===== src/rtl/line_buffer3_pkg.sv =====
// Shared definitions for the line_buffer3 row buffer.
//   WID_FIFO      : default pixel width; matches the shift_register3 data width
//   DEFAULT_MAX_W : default maximum row width (row memory depth)
//   state_e       : control FSM state encoding
package line_buffer3_pkg;

    localparam int WID_FIFO      = 8;
    localparam int DEFAULT_MAX_W = 64;

    typedef enum logic [1:0] {
        IDLE = 2'd0,
        RUN  = 2'd1,
        ERR  = 2'd2
    } state_e;

endpackage


===== src/rtl/line_buffer3_mem.sv =====
// line_mem: row memory with one synchronous write port and one asynchronous
// read port on the same address, so a read-modify-write of one column happens
// in a single cycle.
// Ports:
//   clk   : system clock
//   we    : write enable
//   addr  : column address, shared by read and write
//   wdata : data written at addr on the rising edge when we=1
//   rdata : current contents of addr (the value before any write this cycle)
module line_mem #(
    parameter int DATA_W = 8,
    parameter int DEPTH  = 64,
    parameter int ADDR_W = 6
) (
    input  logic              clk,
    input  logic              we,
    input  logic [ADDR_W-1:0] addr,
    input  logic [DATA_W-1:0] wdata,
    output logic [DATA_W-1:0] rdata
);

    logic [DATA_W-1:0] mem_q [DEPTH];

    assign rdata = mem_q[addr];

    // NOTE: the storage array has no reset; its contents are never consumed
    // before being rewritten, and leaving it unreset lets it map onto RAM.
    always_ff @(posedge clk) begin
        if (we) begin
            mem_q[addr] <= wdata;
        end
    end

endmodule


===== src/rtl/line_buffer3.sv =====
// line_buffer3: raster-order pixel stream to three vertically aligned pixels.
// Two row memories hold the previous two rows. For every accepted pixel the
// block emits, one cycle later, the current pixel and the pixels one and two
// rows above it, together with the shift strobe for the downstream
// shift_register3 instances.
// Ports:
//   clk, rst_n          : clock, asynchronous active-low reset
//   cfg_row_width       : pixels per row, sampled at frame start
//   cfg_frame_rows      : rows per frame, sampled at frame start
//   in_valid/in_ready   : input handshake; in_data is the pixel
//   stall               : convolver backpressure, blocks acceptance
//   shifting            : one-cycle strobe, outputs below are new
//   out_row0/1/2        : current row, row-1, row-2 pixel
//   win_valid           : a full 3x3 window is present after this shift
//   row_done/frame_done : last pixel of a row / frame was accepted
//   cfg_err             : sticky configuration error, cleared only by reset
module line_buffer3
    import line_buffer3_pkg::*;
#(
    parameter int DATA_W    = WID_FIFO,
    parameter int MAX_W     = DEFAULT_MAX_W,
    parameter int ADDR_W    = 6,
    parameter int ROW_CNT_W = 10
) (
    input  logic                 clk,
    input  logic                 rst_n,
    input  logic [ADDR_W:0]      cfg_row_width,
    input  logic [ROW_CNT_W-1:0] cfg_frame_rows,
    input  logic                 in_valid,
    output logic                 in_ready,
    input  logic [DATA_W-1:0]    in_data,
    input  logic                 stall,
    output logic                 shifting,
    output logic [DATA_W-1:0]    out_row0,
    output logic [DATA_W-1:0]    out_row1,
    output logic [DATA_W-1:0]    out_row2,
    output logic                 win_valid,
    output logic                 row_done,
    output logic                 frame_done,
    output logic                 cfg_err
);

    localparam logic [ADDR_W:0]      MAX_WIDTH = (ADDR_W+1)'(MAX_W);
    localparam logic [ADDR_W:0]      MIN_WIDTH = 3;
    localparam logic [ADDR_W:0]      ONE_W     = 1;
    localparam logic [ADDR_W-1:0]    ONE_C     = 1;
    localparam logic [ADDR_W-1:0]    TWO_C     = 2;
    localparam logic [ROW_CNT_W-1:0] ONE_R     = 1;
    localparam logic [ROW_CNT_W-1:0] TWO_R     = 2;
    localparam logic [ROW_CNT_W-1:0] MIN_ROWS  = 3;

    state_e               state_q, state_d;
    logic [ADDR_W:0]      width_q, width_d;
    logic [ROW_CNT_W-1:0] rows_q, rows_d;
    logic [ADDR_W-1:0]    col_q, col_d;
    logic [ROW_CNT_W-1:0] row_q, row_d;
    logic [DATA_W-1:0]    out_row0_q, out_row0_d;
    logic [DATA_W-1:0]    out_row1_q, out_row1_d;
    logic [DATA_W-1:0]    out_row2_q, out_row2_d;
    logic                 shifting_q, shifting_d;
    logic                 win_valid_q, win_valid_d;
    logic                 row_done_q, row_done_d;
    logic                 frame_done_q, frame_done_d;
    logic                 cfg_err_q, cfg_err_d;

    logic                 accept;
    logic                 ready;
    logic                 cfg_bad;
    logic                 last_col;
    logic                 last_row;
    logic [DATA_W-1:0]    mem0_rdata;
    logic [DATA_W-1:0]    mem1_rdata;

    // mem0 holds row-1, mem1 holds row-2. Each accepted pixel pushes the
    // column down one row: in_data -> mem0[c], old mem0[c] -> mem1[c].
    line_mem #(
        .DATA_W (DATA_W),
        .DEPTH  (MAX_W),
        .ADDR_W (ADDR_W)
    ) mem0 (
        .clk   (clk),
        .we    (accept),
        .addr  (col_q),
        .wdata (in_data),
        .rdata (mem0_rdata)
    );

    line_mem #(
        .DATA_W (DATA_W),
        .DEPTH  (MAX_W),
        .ADDR_W (ADDR_W)
    ) mem1 (
        .clk   (clk),
        .we    (accept),
        .addr  (col_q),
        .wdata (mem0_rdata),
        .rdata (mem1_rdata)
    );

    assign cfg_bad  = (cfg_row_width < MIN_WIDTH) || (cfg_row_width > MAX_WIDTH) ||
                      (cfg_frame_rows < MIN_ROWS);
    assign last_col = ({1'b0, col_q} == (width_q - ONE_W));
    assign last_row = (row_q == (rows_q - ONE_R));

    // NOTE: every signal written here gets a default first, so no path can
    // leave one unassigned and infer a latch.
    always_comb begin
        state_d      = state_q;
        width_d      = width_q;
        rows_d       = rows_q;
        col_d        = col_q;
        row_d        = row_q;
        out_row0_d   = out_row0_q;
        out_row1_d   = out_row1_q;
        out_row2_d   = out_row2_q;
        win_valid_d  = win_valid_q;
        shifting_d   = 1'b0;
        row_done_d   = 1'b0;
        frame_done_d = 1'b0;
        cfg_err_d    = cfg_err_q;
        ready        = 1'b0;
        accept       = 1'b0;

        unique case (state_q)
            IDLE: begin
                // The pixel that wakes the FSM is held by the source and is
                // accepted on a later cycle once RUN raises in_ready.
                if (in_valid) begin
                    width_d = cfg_row_width;
                    rows_d  = cfg_frame_rows;
                    col_d   = '0;
                    row_d   = '0;
                    if (cfg_bad) begin
                        state_d   = ERR;
                        cfg_err_d = 1'b1;
                    end else begin
                        state_d = RUN;
                    end
                end
            end

            RUN: begin
                ready  = ~stall;
                accept = in_valid & ~stall;
                if (accept) begin
                    shifting_d  = 1'b1;
                    out_row0_d  = in_data;
                    out_row1_d  = mem0_rdata;
                    out_row2_d  = mem1_rdata;
                    win_valid_d = (row_q >= TWO_R) && (col_q >= TWO_C);
                    row_done_d  = last_col;
                    if (last_col) begin
                        col_d = '0;
                        if (last_row) begin
                            // Back to IDLE so the next frame re-samples cfg.
                            frame_done_d = 1'b1;
                            row_d        = '0;
                            state_d      = IDLE;
                        end else begin
                            row_d = row_q + ONE_R;
                        end
                    end else begin
                        col_d = col_q + ONE_C;
                    end
                end
            end

            ERR: begin
                // Sticky until reset.
            end

            default: begin
                state_d = IDLE;
            end
        endcase
    end

    // NOTE: sequential state uses non-blocking assignments so every flop
    // samples the pre-edge values regardless of statement order.
    always_ff @(posedge clk or negedge rst_n) begin
        if (!rst_n) begin
            state_q      <= IDLE;
            width_q      <= '0;
            rows_q       <= '0;
            col_q        <= '0;
            row_q        <= '0;
            out_row0_q   <= '0;
            out_row1_q   <= '0;
            out_row2_q   <= '0;
            shifting_q   <= 1'b0;
            win_valid_q  <= 1'b0;
            row_done_q   <= 1'b0;
            frame_done_q <= 1'b0;
            cfg_err_q    <= 1'b0;
        end else begin
            state_q      <= state_d;
            width_q      <= width_d;
            rows_q       <= rows_d;
            col_q        <= col_d;
            row_q        <= row_d;
            out_row0_q   <= out_row0_d;
            out_row1_q   <= out_row1_d;
            out_row2_q   <= out_row2_d;
            shifting_q   <= shifting_d;
            win_valid_q  <= win_valid_d;
            row_done_q   <= row_done_d;
            frame_done_q <= frame_done_d;
            cfg_err_q    <= cfg_err_d;
        end
    end

    assign in_ready   = ready;
    assign shifting   = shifting_q;
    assign out_row0   = out_row0_q;
    assign out_row1   = out_row1_q;
    assign out_row2   = out_row2_q;
    assign win_valid  = win_valid_q;
    assign row_done   = row_done_q;
    assign frame_done = frame_done_q;
    assign cfg_err    = cfg_err_q;

endmodule

===== config.mk =====
export PLATFORM = sky130hd
export DESIGN_NAME = line_buffer3
export DESIGN_NICKNAME = d
export VERILOG_FILES = /design/src/rtl/line_buffer3_pkg.sv /design/src/rtl/line_buffer3_mem.sv /design/src/rtl/line_buffer3.sv
export SDC_FILE = /design/constraint.sdc
export NUM_CORES = 1
export LEC_CHECK = 0
export BUFFER_PORTS_ARGS = -buffer_cell sky130_fd_sc_hd__buf_2
export CAP_MARGIN = 20
export CORE_MARGIN = 4
export CORE_UTILIZATION = 60
export CTS_CLUSTER_DIAMETER = 120
export DETAILED_ROUTE_END_ITERATION = 16
export PLACE_DENSITY = 0.76
export SYNTH_ARGS = -nofsm -noshare
export SYNTH_HDL_FRONTEND = slang
export SYNTH_SLANG_ARGS = --single-unit
export TNS_END_PERCENT = 1

===== constraint.sdc =====
create_clock -name clk -period 6.1 [get_ports clk]
set_clock_uncertainty 0.1 [all_clocks]
set_input_delay 0.305 -clock clk [delete_from_list [all_inputs] [get_ports clk]]
set_output_delay 0.305 -clock clk [all_outputs]
set_load 0.02 [all_outputs]

==> results of run 1 <==
-- cells in the final DEF (no fill, tap or decap), types with 58 or more instances in the layout --
cell and instances:
a21oi_1 66, dfrtp_1 61, edfxtp_1 1024, o21ai_0 73, mux4_2 100, buf_4 138
clkbuf_16 107, mux2i_1 135, buf_2 58, a221oi_1 88, mux2_2 75, nand2_1 112
nor2_1 151
-- worst paths after layout --
path                                           to  cells past startpoint  slack (ps)
worst max-delay path            mem1.mem_q[10][4]                      8         970
worst min-delay path            mem0.mem_q[59][7]                      2         270
worst max register to register  mem1.mem_q[10][4]                      8         970
worst min register to register        out_row0[6]                      2         380
max in group asynchronous                col_q[1]                      3        4870
min in group asynchronous              width_q[4]                      3         310
-- kinds of logic after synthesis --
family                     Yosys count
AOI/OAI and AO/OA                  461
xor gates and xnor gates            17
adders and majority gates            6
buffers and inverters              163
DFF                               1088
muxes                              315
and+or+nand+nor                    369
-- per-stage QoR --
stage	hold WS [ps]	instances	util	cell area (um^2)
after CTS	238	3628	0.690	48600
final	268	3633	0.691	48700
after global placement	345	3409	0.635	44800
after floorplan	-90.6	2419	-	42900
after global routing	263	3633	0.691	48700
after detailed placement	358	3411	0.635	44800
-- metal layers --
metal / GRT usage / up-vias / part of all wire
met5: 0 / - / 0.00012
met3: 0.0946 / 401 / 0.14
met4: 0.138 / 2 / 0.052
met1: 0.443 / 12712 / 0.35
li1: - / 10192 / -
met2: 0.500 / 2017 / 0.46
-- report_power, final --
part	leakage (nW)	internal, mW	switching (mW)
clock network	1.78	4.03	2.76
logic	4.41	2.19	5.21
registers	10.0	9.86	0.417
total	16.2	16.1	8.39
-- worst max-delay path, cell delays in order (launching register included) --
cell	delay [ps]
dfrtp_4	770
and2_1	620
buf_4	390
a221oi_1	270
nor2_1	100
o21ai_1	510
o221ai_1	440
or4_2	1120
buf_4	420
-- sequential cells by signal, indices dropped and copies added (netlist names) --
| register | flops |
|---|---|
| out_row1 | 8 |
| rows_q | 10 |
| col_q | 6 |
| out_row2 | 8 |
| width_q | 7 |
| frame_done | 1 |
| shifting | 1 |
| cfg_err | 1 |
| win_valid | 1 |
| row_done | 1 |
| row_q | 10 |
| out_row0 | 8 |
| mem0.mem_q | 512 |
| state_q | 2 |
| mem1.mem_q | 512 |
-- repair_timing --
action | CTS | global route
hold buffers | 20 | 2
endpoints found under the hold margin | 82 | 21
gates resized for setup | 0 | 0
-- layout make-up --
type / instances / area (um^2)
Inverter: 13 / 48.8
Tap cell: 940 / 1180
Timing Repair Buffer: 227 / 1720
Fill cell: 4319 / 21800
Sequential cell: 1088 / 32400
Clock inverter: 71 / 850
Multi-Input combinational cell: 1168 / 9770
Clock buffer: 126 / 2790
==> impl_metrics.json, run 1 <==
{
  "status": "completed",
  "cts_buffers": 104,
  "critical_path_required_ps": 6360,
  "maxCapViolCount": 0,
  "yosysWarnings": 0,
  "cts.sinks": 1088,
  "min_period_over_period": 0.841,
  "synth-simple-area-share": 0.0383,
  "grt_pass1_vias": 25226,
  "cp.arrival_ps": 5390,
  "peakVddDrop_v": 0.000369,
  "p_per_area_nw_per_um2": 502,
  "core_area_um2": 70500,
  "synth-seq-area-share": 0.754,
  "yosysMostFrequentCell": "edfxtp_1",
  "fp.dieArea_um2": 75900,
  "min-delay-start": "in_data[7]",
  "finalPower_mw": 24.5,
  "ios": 59,
  "setup_tns_ps": 0,
  "synth_cell_types": 73,
  "synth_edf_count": 1024,
  "period_minus_slack_ps": 5130,
  "hold_violations": 0,
  "syn-instance-count": 2419,
  "drive_gt1_frac": 0.214,
  "clock_path_buffers": 3,
  "syn_nets": 2454,
  "startpoint_type": "flip-flop",
  "synth_top_area_share": 0.717,
  "synth_top_family_by_area": "multiplexers",
  "slew_headroom": 0.222,
  "syn_area_per_cell_um2": 17.7,
  "cts_setup_buffers": 0,
  "power.leakage_nw": 16.2,
  "end_kind": "flip-flop",
  "slew_viol_final": 0,
  "post-place-ws_ps": 1280,
  "muxShareOfSynthArea": 0.105,
  "syn_to_final_growth_pct": 13.5,
  "viasPerCell": 6.97,
  "synth_area_um2": 42900,
  "layout.nets": 2637,
  "cts_tree": "yes",
  "path_class": "reg -> reg",
  "overflow": 0,
  "wl_per_cell_um": 33.5,
  "synth_compound_area_frac": 0.0777,
  "wl_um": 122000,
  "dp_hpwl_um": 71800,
  "fmaxAchievable_mhz": 195,
  "synth-adder-area-share": 0.00175,
  "ys.flop_type": "edfxtp_1",
  "drtAntennaViolNets": 0,
  "worstSetupStartpoint": "col_q[2]",
  "finalSetupViolCount": 0,
  "r2r_start": "col_q[2]",
  "ys_top_cells_by_count": "edfxtp_1 (1024), nor2_1 (153), mux2i_1 (135)",
  "crit_path_max_fanout": 53,
  "die-width_um": 275,
  "die_h_um": 275,
  "drc": 0,
  "grt_pass1_wl_um": 176000,
  "gr-usage-all-layers": 0.325,
  "antenna_found_initial": 5,
  "grt_max_degree": 66,
  "clk_pin_slew_ps": 60,
  "synth-async-reset-ratio": 0.0588,
  "yosys.area.top_type": "edfxtp_1",
  "yosys.area_share.xor_xnor": 0.00347,
  "gp_congestion": 1.01,
  "setup_slack_ps": 970,
  "clock_latency_ps": 680,
  "synth-seq-cells": 1088,
  "synth.area.top_cells": "edfxtp_1 (72%), mux4_2 (5.2%), dfrtp_1 (3.7%)",
  "first_iter_violations": 4285,
  "cts.root.buffer_cell": "clkbuf_16",
  "hp-class": "in -> reg",
  "dr_total_vias": 25324,
  "tightest_slew_ps": 1170,
  "num_rows": 97,
  "io_buffers": 58,
  "antennaDiodeCount": 0,
  "htreeDepth": 3,
  "rsz0062_at_grt": "false",
  "start_util": 0.609,
  "dr.pass1.iters": 6
}
No activity file was read; power rests on OpenSTA's default activity.
==> run 2, diff against run 1 <==
==> constraint.sdc (replaced) <==
create_clock -name clk -period 5.1 [get_ports clk]
set_clock_uncertainty 0.1 [all_clocks]
set_input_delay 0.255 -clock clk [delete_from_list [all_inputs] [get_ports clk]]
set_output_delay 0.255 -clock clk [all_outputs]
set_load 0.02 [all_outputs]
==> impl_metrics.json, run 2 (synthesis results as in run 1) <==
{
  "hp-class": "in -> reg",
  "fp.dieArea_um2": 75900,
  "die_h_um": 275,
  "maxCapViolCount": 0,
  "htreeDepth": 3,
  "finalSetupViolCount": 0,
  "crit_path_max_fanout": 45,
  "layout.nets": 2678,
  "period_minus_slack_ps": 4630,
  "status": "completed",
  "gp_congestion": 0.973,
  "overflow": 0,
  "grt_pass1_wl_um": 177000,
  "cp.arrival_ps": 4920,
  "cts.root.buffer_cell": "clkbuf_16",
  "cts.sinks": 1088,
  "die-width_um": 275,
  "num_rows": 97,
  "first_iter_violations": 4355,
  "layout_common_cells": "edfxtp_1 (1024), buf_4 (176), nor2_1 (151), mux2i_1 (135), nand2_1 (112)",
  "io_buffers": 58,
  "clk_pin_slew_ps": 60,
  "gr-usage-all-layers": 0.327,
  "peakVddDrop_v": 0.000459,
  "hold_violations": 0,
  "drtAntennaViolNets": 0,
  "tightest_slew_ps": 1240,
  "cts_setup_buffers": 0,
  "ios": 59,
  "slew_headroom": 0.168,
  "setup_tns_ps": 0,
  "final_common_cell": "edfxtp_1",
  "wl_um": 123000,
  "dr_total_vias": 25631,
  "cts_resized": 0,
  "clock_latency_ps": 690,
  "top_regs": "mem0.mem_q (512), mem1.mem_q (512)",
  "dp.cells": 3456,
  "cts_buffers": 104,
  "start_util": 0.609,
  "dp_hpwl_um": 74500,
  "ctsHoldBuffers": 21,
  "startpoint_type": "flip-flop",
  "critical_path_required_ps": 5390,
  "grt_max_degree": 66,
  "clock_path_buffers": 3,
  "path_class": "reg -> reg",
  "slew_viol_final": 0,
  "drc": 0,
  "min_period_over_period": 0.908,
  "grt_pass1_vias": 25281,
  "rsz0062_at_grt": "false",
  "cts_tree": "yes",
  "setup_slack_ps": 471,
  "viasPerCell": 6.97,
  "drive_gt1_frac": 0.226,
  "power.leakage_nw": 16.3,
  "end_kind": "flip-flop",
  "p_per_area_nw_per_um2": 593,
  "syn_to_final_growth_pct": 13.8,
  "post-place-ws_ps": 804,
  "dr.pass1.iters": 6,
  "core_area_um2": 70500,
  "antenna_found_initial": 4,
  "wl_per_cell_um": 33.5,
  "fmaxAchievable_mhz": 216,
  "fin_cells": 3676
}
## run 2: cell types whose count changed in the layout (fill, tap and decap cells not counted), moves of 2 or more
| cell | before | now |
|---|---|---|
| clkbuf_1 | 15 | 17 |
| clkinv_4 | 2 | 4 |
| clkinv_8 | 3 | 1 |
| clkinv_2 | 21 | 30 |
| buf_4 | 138 | 176 |
| bufinv_16 | 18 | 8 |
| buf_12 | 8 | 12 |
## run 2: per-stage QoR
step                instance area [um^2]   util  power [mW]  hold slack, ps
floorplan                          42900      -        17.2            -141
finish                             48800  0.692        29.0            70.5
CTS                                48800  0.692        28.6            41.9
global placement                   45200  0.641        20.9             349
global route                       48800  0.692        29.7             107
detailed placement                 45200  0.641        21.1             362
## run 2: cell type report
| class | count | area, um^2 |
|---|---|---|
| tap | 940 | 1180 |
| sequential | 1088 | 32400 |
| timing repair buffer | 268 | 2090 |
| fill | 4303 | 21700 |
| antenna | 1 | 2.50 |
| inverter | 13 | 48.8 |
| clock inverter | 71 | 604 |
| clock buffer | 127 | 2770 |
| multi-input combinational | 1168 | 9760 |
## run 2: worst paths after layout
check / slack [ps] / startpoint / to / cells after the start
setup / recovery: 470 / col_q[2] / mem1.mem_q[36][4] / 7
hold / removal: 70 / in_data[1] / out_row0[1] / 3
setup reg to reg: 470 / col_q[2] / mem1.mem_q[36][4] / 7
hold reg to reg: 380 / out_row0[4] / out_row0[4] / 2
max in group asynchronous: 3980 / rst_n / col_q[1] / 3
min in group asynchronous: 220 / rst_n / width_q[5] / 3
## run 2: layer usage
layer	wire length, um	global-route usage	vias up
met2	55400	0.493	2077
met1	42900	0.450	12839
met5	140	0.0109	-
met4	7210	0.150	6
met3	17400	0.0942	433
li1	-	-	10276
## run 2: report_power, final
part,switching (mW),internal (mW)
Sequential,0.468,11.8
Combinational,6.31,2.78
Clock,3.32,4.29
## run 2: critical path: stages, from the launching register on
cell and delay, ps:
dfrtp_4 950, nor2b_2 460, a221oi_1 440, nor2_1 90, o21ai_1 360, o221ai_1 290
or4_2 1140, buf_4 410
